--- config.mk ---
export PLATFORM = sky130hd
export DESIGN_NAME = pixel_effect_stage_flat
export DESIGN_NICKNAME = d
export VERILOG_FILES = /design/src/rtl/pixel_effect_stage_if.sv /design/src/rtl/pixel_effect_stage.sv /design/src/flat_wrapper.sv
export SDC_FILE = /design/constraint.sdc
export NUM_CORES = 1
export LEC_CHECK = 0
export BUFFER_PORTS_ARGS = -buffer_cell sky130_fd_sc_hd__buf_4
export CAP_MARGIN = 0
export CORE_MARGIN = 2
export CORE_UTILIZATION = 50
export CTS_CLUSTER_SIZE = 40
export DETAILED_ROUTE_END_ITERATION = 10
export PLACE_DENSITY = 0.72
export SETUP_SLACK_MARGIN = 0.15
export SYNTH_ARGS = -nofsm -noshare
export SYNTH_HDL_FRONTEND = slang
export SYNTH_SLANG_ARGS = --single-unit
--- constraint.sdc ---
create_clock -name clk -period 2.1 [get_ports clk]
set_input_delay 0.42 -clock clk [delete_from_list [all_inputs] [get_ports clk]]
set_output_delay 0.42 -clock clk [all_outputs]
set_load 0.01 [all_outputs]
--- src/rtl/pixel_effect_stage_if.sv ---
// Avalon-ST style RGB444 pixel stream: SOP/EOP framed beats with valid/ready handshake.
interface pixel_effect_stage_if;
    logic [11:0] data;
    logic        sop;
    logic        eop;
    logic        valid;
    logic        ready;

    modport master (output data, output sop, output eop, output valid, input ready);
    modport slave  (input data, input sop, input eop, input valid, output ready);
endinterface

--- src/rtl/pixel_effect_stage.sv ---
// Two-stage colour-effect pipeline (pass/invert/greyscale/threshold) on an RGB444 stream.
// Define PIXEL_EFFECT_FRAME_CHECK_EN to enable the framing checker that repairs malformed frames.
module pixel_effect_stage #(
    parameter int unsigned NumPixels     = 320 * 240,
    parameter int unsigned NumColourBits = 12
) (
    input  logic                 clk,
    input  logic                 reset,
    pixel_effect_stage_if.slave  in_s,
    pixel_effect_stage_if.master out_s,
    input  logic [1:0]           effect_sel,
    input  logic [3:0]           threshold,
    output logic                 frame_error,
    output logic [15:0]          frame_count
);
    logic                     s1_valid_q, s1_sop_q, s1_eop_q;
    logic [NumColourBits-1:0] s1_data_q;
    logic [3:0]               s1_y_q, s1_thr_q;
    logic [1:0]               s1_eff_q;
    logic                     s2_valid_q, s2_sop_q, s2_eop_q;
    logic [NumColourBits-1:0] s2_data_q;
    logic [1:0]               eff_q;
    logic [3:0]               thr_q;
    logic                     frame_error_q;
    logic [15:0]              frame_count_q;

    logic                     s1_en, s2_en, accept;
    logic                     fwd, fwd_eop, err;
    logic [7:0]               y_sum;
    logic [3:0]               y_in, thr_cur;
    logic [1:0]               eff_cur;
    logic [NumColourBits-1:0] fx_data;

    assign s2_en  = !s2_valid_q || out_s.ready;
    assign s1_en  = !s1_valid_q || s2_en;
    assign accept = in_s.valid && s1_en;

    // Effect settings travel with each beat so a new frame can enter while the old one drains.
    assign eff_cur = (accept && in_s.sop) ? effect_sel : eff_q;
    assign thr_cur = (accept && in_s.sop) ? threshold  : thr_q;

    assign y_sum = 8'd5 * {4'd0, in_s.data[11:8]} + 8'd9 * {4'd0, in_s.data[7:4]}
                 + 8'd2 * {4'd0, in_s.data[3:0]};
    assign y_in  = 4'(y_sum >> 4);

    always_comb begin
        fx_data = s1_data_q;
        unique case (s1_eff_q)
            2'd0:    fx_data = s1_data_q;
            2'd1:    fx_data = 12'hFFF - s1_data_q;
            2'd2:    fx_data = {3{s1_y_q}};
            default: fx_data = (s1_y_q >= s1_thr_q) ? 12'hFFF : 12'h000;
        endcase
    end

`ifdef PIXEL_EFFECT_FRAME_CHECK_EN
    localparam int unsigned       CntW    = $clog2(NumPixels) + 1;
    localparam logic [CntW-1:0]   LastIdx = CntW'(NumPixels - 1);
    localparam logic              Multi   = (NumPixels != 1);

    typedef enum logic [0:0] {StIdle, StInFrame} state_e;
    state_e          state_q, state_d;
    logic [CntW-1:0] cnt_q, cnt_d;

    always_ff @(posedge clk or negedge reset) begin
        if (!reset) begin
            state_q <= StIdle;
            cnt_q   <= '0;
        end else begin
            state_q <= state_d;
            cnt_q   <= cnt_d;
        end
    end

    always_comb begin
        state_d = state_q;
        cnt_d   = cnt_q;
        fwd     = 1'b1;
        fwd_eop = in_s.eop;
        err     = 1'b0;
        if (accept) begin
            unique case (state_q)
                StIdle: begin
                    if (!in_s.sop) begin
                        fwd = 1'b0;
                        err = 1'b1;
                    end else if (in_s.eop) begin
                        err = Multi;
                    end else begin
                        state_d = StInFrame;
                        cnt_d   = CntW'(1);
                    end
                end
                StInFrame: begin
                    if (in_s.sop) begin
                        err = 1'b1;
                        if (in_s.eop) begin
                            state_d = StIdle;
                            cnt_d   = '0;
                        end else begin
                            cnt_d = CntW'(1);
                        end
                    end else if (in_s.eop) begin
                        err     = (cnt_q != LastIdx);
                        state_d = StIdle;
                        cnt_d   = '0;
                    end else if (cnt_q == LastIdx) begin
                        // Over-long frame: close it here so the sink never sees a runaway frame.
                        fwd_eop = 1'b1;
                        err     = 1'b1;
                        state_d = StIdle;
                        cnt_d   = '0;
                    end else begin
                        cnt_d = cnt_q + 1'b1;
                    end
                end
                default: begin
                    state_d = StIdle;
                    cnt_d   = '0;
                end
            endcase
        end
    end
`else
    assign fwd     = 1'b1;
    assign fwd_eop = in_s.eop;
    assign err     = 1'b0;
`endif

    always_ff @(posedge clk or negedge reset) begin
        if (!reset) begin
            s1_valid_q    <= 1'b0;
            s1_sop_q      <= 1'b0;
            s1_eop_q      <= 1'b0;
            s1_data_q     <= '0;
            s1_y_q        <= '0;
            s1_eff_q      <= '0;
            s1_thr_q      <= '0;
            s2_valid_q    <= 1'b0;
            s2_sop_q      <= 1'b0;
            s2_eop_q      <= 1'b0;
            s2_data_q     <= '0;
            eff_q         <= '0;
            thr_q         <= '0;
            frame_error_q <= 1'b0;
            frame_count_q <= '0;
        end else begin
            if (accept && in_s.sop) begin
                eff_q <= effect_sel;
                thr_q <= threshold;
            end
            if (s1_en) begin
                s1_valid_q <= accept && fwd;
                if (accept) begin
                    s1_data_q <= in_s.data;
                    s1_sop_q  <= in_s.sop;
                    s1_eop_q  <= fwd_eop;
                    s1_y_q    <= y_in;
                    s1_eff_q  <= eff_cur;
                    s1_thr_q  <= thr_cur;
                end
            end
            if (s2_en) begin
                s2_valid_q <= s1_valid_q;
                if (s1_valid_q) begin
                    s2_data_q <= fx_data;
                    s2_sop_q  <= s1_sop_q;
                    s2_eop_q  <= s1_eop_q;
                end
            end
            frame_error_q <= accept && err;
            if (s2_valid_q && out_s.ready && s2_eop_q) begin
                frame_count_q <= frame_count_q + 16'd1;
            end
        end
    end

    assign in_s.ready  = s1_en;
    assign out_s.valid = s2_valid_q;
    assign out_s.data  = s2_data_q;
    assign out_s.sop   = s2_sop_q;
    assign out_s.eop   = s2_eop_q;
    assign frame_error = frame_error_q;
    assign frame_count = frame_count_q;
endmodule

--- src/flat_wrapper.sv ---
// flat-port wrapper written by rule: the top's interface ports become plain ports
module pixel_effect_stage_flat 
#(
    parameter int unsigned NumPixels     = 320 * 240,
    parameter int unsigned NumColourBits = 12
)
  (clk, reset, effect_sel, threshold, frame_error, frame_count, in_s_data, in_s_sop, in_s_eop, in_s_valid, in_s_ready, out_s_data, out_s_sop, out_s_eop, out_s_valid, out_s_ready);
  pixel_effect_stage_if in_s_i ();
  pixel_effect_stage_if out_s_i ();
  input  logic clk;
  input  logic reset;
  input  logic [1:0] effect_sel;
  input  logic [3:0] threshold;
  output logic frame_error;
  output logic [15:0] frame_count;
  input wire logic [$bits(in_s_i.data)-1:0] in_s_data;
  input wire logic [$bits(in_s_i.sop)-1:0] in_s_sop;
  input wire logic [$bits(in_s_i.eop)-1:0] in_s_eop;
  input wire logic [$bits(in_s_i.valid)-1:0] in_s_valid;
  output wire logic [$bits(in_s_i.ready)-1:0] in_s_ready;
  output wire logic [$bits(out_s_i.data)-1:0] out_s_data;
  output wire logic [$bits(out_s_i.sop)-1:0] out_s_sop;
  output wire logic [$bits(out_s_i.eop)-1:0] out_s_eop;
  output wire logic [$bits(out_s_i.valid)-1:0] out_s_valid;
  input wire logic [$bits(out_s_i.ready)-1:0] out_s_ready;
  assign in_s_i.data = in_s_data;
  assign in_s_i.sop = in_s_sop;
  assign in_s_i.eop = in_s_eop;
  assign in_s_i.valid = in_s_valid;
  assign in_s_ready = in_s_i.ready;
  assign out_s_data = out_s_i.data;
  assign out_s_sop = out_s_i.sop;
  assign out_s_eop = out_s_i.eop;
  assign out_s_valid = out_s_i.valid;
  assign out_s_i.ready = out_s_ready;
  pixel_effect_stage #(.NumPixels(NumPixels), .NumColourBits(NumColourBits)) u_core (.clk(clk), .reset(reset), .in_s(in_s_i), .out_s(out_s_i), .effect_sel(effect_sel), .threshold(threshold), .frame_error(frame_error), .frame_count(frame_count));
endmodule
Word-level counts from Yosys, hierarchy flattened
Cells that the tools add are included.
{"block": "totals", "out_inout_bits": 33, "ff_bits": 62}
{"block": "op_classes", "n_addsub": 4, "order_cmp": 1, "n_reduce_logical": 11, "multipliers": 2, "n_eq_ne": 2, "muxes": 4}
{"op": "$pmux 12 s3", "n": 1}
{"op": "$add 16x1->16 const B", "n": 1}
{"op": "$mux 12", "n": 1}
{"op": "$sub 12x12->12 const A", "n": 1}
{"op": "$add 7x8->8", "n": 1}
{"op": "$add 8x5->8", "n": 1}
{"op": "$mul 4x4->8 const A", "n": 1}
{"op": "$mul 3x4->7 const A", "n": 1}
{"op": "$ge 4x4->1", "n": 1}
{"op": "$logic_and 1x1->1", "n": 4}
{"op": "$mux 4", "n": 1}
{"op": "$reduce_and 2->1", "n": 2}
{"op": "$eq 2x1->1 const B", "n": 1}
{"op": "$eq 2x2->1 const B", "n": 1}
{"op": "$logic_not 1->1", "n": 2}
{"op": "$logic_not 2->1", "n": 1}
{"op": "$logic_or 1x1->1", "n": 2}
{"op": "$mux 2", "n": 1}

Logic depth before layout (Yosys ltp)
Gate-level depths: netlist of the first run.
{"block": "depth", "depth_word": 6, "mapped_depth": 11}

Worst setup path before layout of the first run
No wires, ideal clock.
{"block": "synth_timing", "kind": "input -> register", "startpoint": "input in_s_data[4]", "endpoint": "register u_core.s1_y_q[3]", "arrival_time_ns": 3.138, "required_time_ns": 1.976, "stages": 11, "setup_time_ns": 0.124, "setup_slack_ns": -1.162, "path_buffers": 0, "path_cell_list": "ha_1 -> ha_1 -> inv_1 -> fa_1 -> fa_1 -> inv_1 -> ha_1 -> nand3_1 -> o211ai_1 -> o221ai_1 -> a211o_1"}
{"block": "synth_via", "elab_chain_len": 3}
{"item": "from (decl)", "line_no": "flat_wrapper.sv:16", "rtl": "input wire logic [$bits(in_s_i.data)-1:0] in_s_data;"}
{"item": "$mul 4x4->8", "line_no": "pixel_effect_stage.sv:42", "rtl": "assign y_sum = 8'd5 * {4'd0, in_s.data[11:8]} + 8'd9 * {4'd0, in_s.data[7:4]}"}
{"item": "$add 7x8->8", "line_no": "pixel_effect_stage.sv:42"}
{"item": "$add 8x5->8", "line_no": "pixel_effect_stage.sv:43", "rtl": "+ 8'd2 * {4'd0, in_s.data[3:0]};"}
{"item": "to (signal assigned)", "line_no": "pixel_effect_stage.sv:158", "rtl": "s1_y_q <= y_in;"}
{"item": "to (decl)", "line_no": "pixel_effect_stage.sv:18", "rtl": "logic [3:0] s1_y_q, s1_thr_q;"}
Every way passes these cells.
A chain may end at the register's enable or synchronous reset.

Worst setup path in the final report of the first run
{"block": "layout_timing", "startpoint": "input in_s_data[9]", "endpoint": "register u_core.s1_y_q[3]"}
{"block": "layout_via", "elab_chain_len": 3}
{"item": "$mul 3x4->7", "line_no": "pixel_effect_stage.sv:42"}
{"item": "$add 7x8->8", "line_no": "pixel_effect_stage.sv:42"}
{"item": "$add 8x5->8", "line_no": "pixel_effect_stage.sv:43"}
Every way passes these cells.

==> flow_summary_export.csv, run 1 <==
group,metric,value,unit
outcome,status,"finished, violations left",
outcome,violations,"negative setup slack",
placed_design,gp_congestion,0.848,
synthesis,syn-num-nets,354,
setup_path,endpoint,"u_core.s1_y_q[3]",
timing,clock.fmax,0.354,GHz
setup_path,critPathArrivalTime,3.04,ns
cts,cts_tree,"done",
cells_and_area,area_growth,26.4,%
cts,htreeDepth,3,
cts,clk_latency,0.33,ns
placed_design,numPortBuffers,55,
cts,clock_sinks,62,
synthesis,synth.largest_area_cell,"dfrtp_1",
synthesis,yosys_warnings,0,
cells_and_area,drive_gt1_share,35.3,%
setup_path,critical_path.most_common_cell,"ha_4",
global_route,grt_remaining_overflow,0,
placed_design,dp_hpwl,5120,µm
cells_and_area,fin_cells,462,
synthesis,synth_top_area_share,45.4,%
setup_path,cpPeakStageDelay,0.51,ns
detailed_routing,routedWlPerCell,14.9,µm
cts,cts_buffers,9,
cells_and_area,fin_nets,429,
detailed_routing,drtIter0Drc,112,
timing,totalNegativeSetupSlack,-2.65,ns
cells_and_area,nFillCells,528,
die,pin_count,57,
power_and_ir_drop,peakVddDrop,0.456,mV
die,start_util,50.9,%
die,die_w,86.7,µm
setup_path,startpoint,"in_s_data[9]",
die,die_area,7520,µm²
detailed_routing,firstDrtPassIters,4,
setup_path,r2r-start,"u_core.s1_y_q[0]",
timing,relSlewSlack,48.3,%
timing,setup_viol,4,
cells_and_area,diodes,0,
global_route,grtUsageMet2,33.5,%
placed_design,post-place-cells,444,
cts,root_buffer,"clkbuf_8",
detailed_routing,wl,6900,µm
cells_and_area,layout_commonest_cell,"buf_4",
timing,clock-skew-final,0.00685,ns
timing,hold_ws,0.162,ns
power_and_ir_drop,p_per_area,976,nW/µm²
timing,finalMaxSlewViolations,0,
timing,worst_slack,-0.723,ns
setup_path,cp_max_fo,4,
global_route,antenna_found_initial,0,
synthesis,ys_async_sr_fraction,100,%
setup_path,critical_path_class,"input pin to flip-flop",
setup_path,crit_required,2.31,ns
synthesis,synth_area_leaders,"dfrtp_1, ha_1, xnor2_1",
timing,fin_crit_sh,134,%
setup_path,ff2ff_path_depth,6,
timing,hold_viol,0,
global_route,groute.usage.overall,20.2,%
die,row_count,30,
cts,holdBufCountCts,0,
synthesis,synth-main-ff-cell,"dfrtp_1",
setup_path,crit_slowest_cell,"fa_1",
cts,clock_path_buffers,2,
global_route,grt_pass1_wl,11700,µm
synthesis,netlist_area,3420,µm²
global_route,grt_max_degree,63,
detailed_routing,viasPerCell,5.32,
setup_path,worstPathCellList,"buf_8, ha_4, ha_4, inv_2, fa_1, fa_1, inv_2, ha_4, nand3_2, o211ai_1, buf_4, and4b_1, a211o_1",
setup_path,rrSetupSlack,0.41,ns
cells_and_area,final_cell_mix,"buf_4, dfrtp_1, xnor2_1",
die,core,6720,µm²
synthesis,ys_ff_latch,62,
setup_path,startpoint_type,"input pin",
setup_path,end_kind,"flip-flop",
timing,worst_slew_pin_slew,0.775,ns
global_route,grt_pass1_vias,2481,
synthesis,synthCells,302,
synthesis,synth-edff-count,0,
die,die_h,86.7,µm
setup_path,r2r-end,"u_core.out_s.data[9]",
detailed_routing,num_vias,2459,
timing,rsz0062_at_grt,"true",
detailed_routing,drcViolationCount,0,
detailed_routing,ant_nets,0,
run,cap_violations,0,
power_and_ir_drop,finalPower,4220,µW
cts,path_clk_slew,0.07,ns
synthesis,ys_seq_area_share,45.4,%
power_and_ir_drop,p_leak,0.00204,µW
synthesis,synth_area_per_cell,11.3,µm²
synthesis,synth.distinct_cells,48,
global_route,grt-busiest-layer,"met2",
timing,period_needed,2.82,ns
global_route,grtUsageMet3,3.81,%
worst_hold_path,hp-class,"input pin to asynchronous set/reset pin",
global_route,grt_use_met1,26.2,%
placed_design,pre_cts_slack,-1.16,ns
==> flip-flops by register name, summed over array words and instances (netlist names) <==
| name | count |
|---|---|
| u_core.eff_q | 2 |
| u_core.frame_count | 16 |
| u_core.out_s.data | 12 |
| u_core.out_s.eop | 1 |
| u_core.out_s.sop | 1 |
| u_core.out_s.valid | 1 |
| u_core.s1_data_q | 12 |
| u_core.s1_eff_q | 2 |
| u_core.s1_eop_q | 1 |
| u_core.s1_sop_q | 1 |
| u_core.s1_thr_q | 4 |
| u_core.s1_valid_q | 1 |
| u_core.s1_y_q | 4 |
| u_core.thr_q | 4 |
==> worst min path at each step <==
stage	start	endpoint	slack (ns)	cells after the start
after floorplan	reset	u_core.eff_q[0]	0.12	0
after global placement	u_core.s1_sop_q	u_core.s1_sop_q	0.46	2
after detailed placement	u_core.frame_count[15]	u_core.frame_count[15]	0.47	1
after CTS	reset	u_core.frame_count[7]	0.18	1
after global routing	reset	u_core.frame_count[5]	0.23	1
final	reset	u_core.frame_count[3]	0.16	1
==> logic make-up (layout without fill, tap and decap cells) <==
logic type	after synthesis	after routing	share of synthesized area, %
AND/OR/NAND/NOR	72	72	12.3
flip-flops	62	62	45.4
AO/OA/AOI/OAI	44	44	8.01
buffers and inverters	39	119	5.19
adder cells (fa/ha/maj)	28	28	11.8
XOR/XNOR	28	28	7.17
multiplexers	28	28	10.1
other	1	1	0.110
==> metrics by stage <==
step	utilization [%]	instance area (µm²)
2_1_floorplan	-	3470
3_3_place_gp	60.4	4060
4_1_cts	64.0	4300
6_report	64.3	4320
3_5_place_dp	60.4	4060
5_1_grt	64.3	4320
==> worst max-delay path, delay by kind of cell <==
kind                     cells  cell delay [ns]
buffers and inverters        4             0.34
AND/OR/NAND/NOR              2             0.26
adder cells (fa/ha/maj)      5             1.68
AO/OA/AOI/OAI                2             0.34
==> cell usage after synthesis (2+ instances only) <==
| master | instances |
|---|---|
| mux2i_1 | 6 |
| and2_1 | 2 |
| nand2b_1 | 8 |
| fa_1 | 7 |
| buf_2 | 4 |
| xnor2_1 | 24 |
| and3_1 | 2 |
| inv_1 | 25 |
| nor2_1 | 4 |
| o31ai_1 | 2 |
| nand4_1 | 5 |
| a21oi_1 | 12 |
| xor2_1 | 4 |
| o22ai_1 | 12 |
| o211ai_1 | 2 |
| nand3_1 | 19 |
| mux2_2 | 12 |
| o21ai_0 | 7 |
| clkbuf_1 | 5 |
| or2_2 | 2 |
| ha_1 | 21 |
| mux2_4 | 10 |
| buf_6 | 3 |
| nand2_1 | 18 |
| a211oi_1 | 2 |
| dfrtp_1 | 62 |
==> area by class of cell <==
class | instances | area [µm²] | area share, %
clock buffers | 16 | 180 | 4.17
multi-input cells | 201 | 1800 | 41.6
well taps | 80 | 100 | 2.32
flip-flops and latches | 62 | 1550 | 35.9
inverters | 25 | 93.8 | 2.17
repair buffers | 78 | 601 | 13.9
==> repair_timing <==
action,4_1_cts,5_1_grt
setup endpoints to repair,4,4
pin swaps,11,7
resized for setup,10,4
setup buffers,2,0
==> layer usage <==
layer	share of wire, %	up-vias
met5	0	-
met4	1.7	0
met3	4.4	10
met2	48	63
met1	46	1194
li1	-	1192
==> power breakdown <==
part | switching, µW | internal (µW) | leakage [µW]
sequential | 254 | 1480 | 0.000746
clock | 422 | 528 | 0.0000910
combinational | 705 | 834 | 0.00121
Power figures use the tool's default switching activity.
==> run 2: changes to the inputs <==
RECOVER_POWER = 50   (was not set)
==> run 2 against run 1 <==
The run ends with max-capacitance violations, max-slew violations, negative setup slack left. Fmax increased by 0.32%. Sequential share of layout area increased by 0.45 points. Via count decreased by 0.41%. Non-clock buffer count unchanged. Final cell count unchanged. Register-to-register slack got worse by 0.10 ns. Setup slack improved by 0.0091 ns. Sequential cell count unchanged. Critical endpoint unchanged. Worst hold slack improved by 0.17 ns. Die area unchanged.
==> flow_summary_export.csv, run 2 (synthesized netlist as in run 1, its figures left out) <==
group,metric,value,unit
cts,clock_sinks,62,
power_and_ir_drop,p_leak,0.00200,µW
detailed_routing,viasPerCell,5.30,
detailed_routing,firstDrtPassIters,4,
cells_and_area,fin_nets,429,
power_and_ir_drop,peakVddDrop,0.455,mV
die,die_area,7520,µm²
global_route,grt_remaining_overflow,0,
cells_and_area,drive_gt1_share,32.5,%
setup_path,cp_max_fo,4,
timing,rsz0062_at_grt,"true",
timing,clock-skew-final,0.00482,ns
cells_and_area,nFillCells,545,
timing,hold_viol,0,
die,start_util,50.9,%
detailed_routing,ant_nets,0,
timing,worst_slack,-0.713,ns
timing,period_needed,2.81,ns
die,row_count,30,
die,die_h,86.7,µm
placed_design,numPortBuffers,55,
cells_and_area,layout_commonest_cell,"buf_4",
die,die_w,86.7,µm
timing,worst_slew_pin_slew,1.51,ns
timing,relSlewSlack,-0.403,%
cts,path_clk_slew,0.06,ns
detailed_routing,routedWlPerCell,14.9,µm
cts,cts_tree,"done",
placed_design,gp_congestion,0.848,
timing,hold_ws,0.330,ns
cts,clk_latency,0.33,ns
cts,clock_path_buffers,2,
cells_and_area,fin_cells,462,
worst_hold_path,hp-class,"input pin to flip-flop",
placed_design,dp_hpwl,5120,µm
timing,totalNegativeSetupSlack,-2.62,ns
power_and_ir_drop,switching_power,1370,µW
global_route,grt_pass1_vias,2481,
setup_path,startpoint_type,"input pin",
timing,fin_crit_sh,134,%
outcome,status,"finished, violations left",
detailed_routing,drcViolationCount,0,
power_and_ir_drop,switching_share,33.0,%
timing,finalMaxSlewViolations,62,
global_route,grt_max_degree,63,
global_route,groute.usage.overall,20.2,%
setup_path,critical_path_class,"input pin to flip-flop",
die,core,6720,µm²
detailed_routing,wl,6880,µm
global_route,grt_pass1_wl,11700,µm
power_and_ir_drop,p_per_area,974,nW/µm²
power_and_ir_drop,combPwrFrac,35.6,%
cts,root_buffer,"clkbuf_8",
timing,clock.fmax,0.355,GHz
timing,setup_viol,4,
cts,htreeDepth,3,
cts,holdBufCountCts,0,
cells_and_area,largest_register_ffs,16,
power_and_ir_drop,p_clk_share,22.8,%
die,pin_count,57,
run,cap_violations,1,
power_and_ir_drop,seq_power_share,41.6,%
cts,cts_buffers,9,
global_route,antenna_found_initial,0,
setup_path,end_kind,"flip-flop",
cells_and_area,final_cell_mix,"buf_4, dfrtp_1, xnor2_1",
placed_design,post-place-cells,444,
setup_path,critPathArrivalTime,3.03,ns
setup_path,crit_required,2.31,ns
power_and_ir_drop,p_int,2780,µW
detailed_routing,num_vias,2449,
cells_and_area,area_growth,24.8,%
outcome,violations,"max-capacitance violations, max-slew violations, negative setup slack",
cells_and_area,diodes,0,
detailed_routing,drtIter0Drc,123,
run 2: changes by cell type in the layout (fill, tap and decap cells not counted), sizes merged:
cell    before  now
buf         78   69
clkbuf      16   25
run 2: routing by layer:
| metal | wire length, µm | up-vias | GRT usage, % |
|---|---|---|---|
| met5 | 0 | - | 0 |
| met4 | 116 | 0 | 7.67 |
| met3 | 286 | 10 | 3.81 |
| met2 | 3330 | 59 | 33.5 |
| met1 | 3150 | 1186 | 26.2 |
| li1 | - | 1194 | - |
run 2: layout make-up:
class / instances / area, µm² / area share, %
timing repair buffer: 78 / 568 / 13.3
tap: 80 / 100 / 2.34
clock buffer: 16 / 180 / 4.22
inverter: 25 / 93.8 / 2.20
multi-input combinational: 201 / 1780 / 41.6
sequential: 62 / 1550 / 36.3
run 2: worst paths after layout:
path | to | start | cells past startpoint | slack (ns)
min reg2reg | u_core.frame_count[15] | u_core.frame_count[15] | 1 | 0.47
max | u_core.s1_y_q[3] | in_s_data[9] | 13 | -0.71
min | u_core.s1_eop_q | in_s_eop | 2 | 0.33
min in group asynchronous | u_core.frame_count[5] | reset | 1 | 0.45
max reg2reg | u_core.out_s.data[1] | u_core.out_s.valid | 4 | 0.31
max in group asynchronous | u_core.frame_count[15] | reset | 1 | 0.74
run 2: stage by stage:
| step | cell area, µm² | utilization, % | total power, µW | worst slack, ns |
|---|---|---|---|---|
| after global routing | 4270 | 63.5 | 4440 | -0.816 |
| after CTS | 4300 | 64.0 | 4220 | -0.776 |
| final | 4270 | 63.5 | 4160 | -0.713 |
| after detailed placement | 4060 | 60.4 | 3190 | -1.16 |
| after floorplan | 3470 | - | 2590 | -0.885 |
| after global placement | 4060 | 60.4 | 3140 | -1.06 |
run 2: critical path, cell delays in order:
cell and delay (ns):
buf_8 0.10, ha_4 0.23, ha_4 0.26, inv_2 0.03, fa_1 0.45, fa_1 0.51
inv_2 0.05, ha_4 0.23, nand3_2 0.07, o211ai_1 0.08, buf_4 0.16, and4b_1 0.18
a211o_1 0.26
run 2: timing repair:
action                                 in CTS  in global routing
setup buffers                               2                  0
setup endpoints to repair                   4                  4
endpoints found under the hold margin       0                  0
pin swaps                                  11                  7
gates resized for setup                    10                  4
run 2: power by group through the flow:
stage	logic (µW)	registers (µW)	clock network, µW
final	1480	1730	949
after global routing	1650	1770	1020
after CTS	1510	1730	983
after detailed placement	1450	1750	0
after global placement	1400	1740	0
after floorplan	836	1750	0
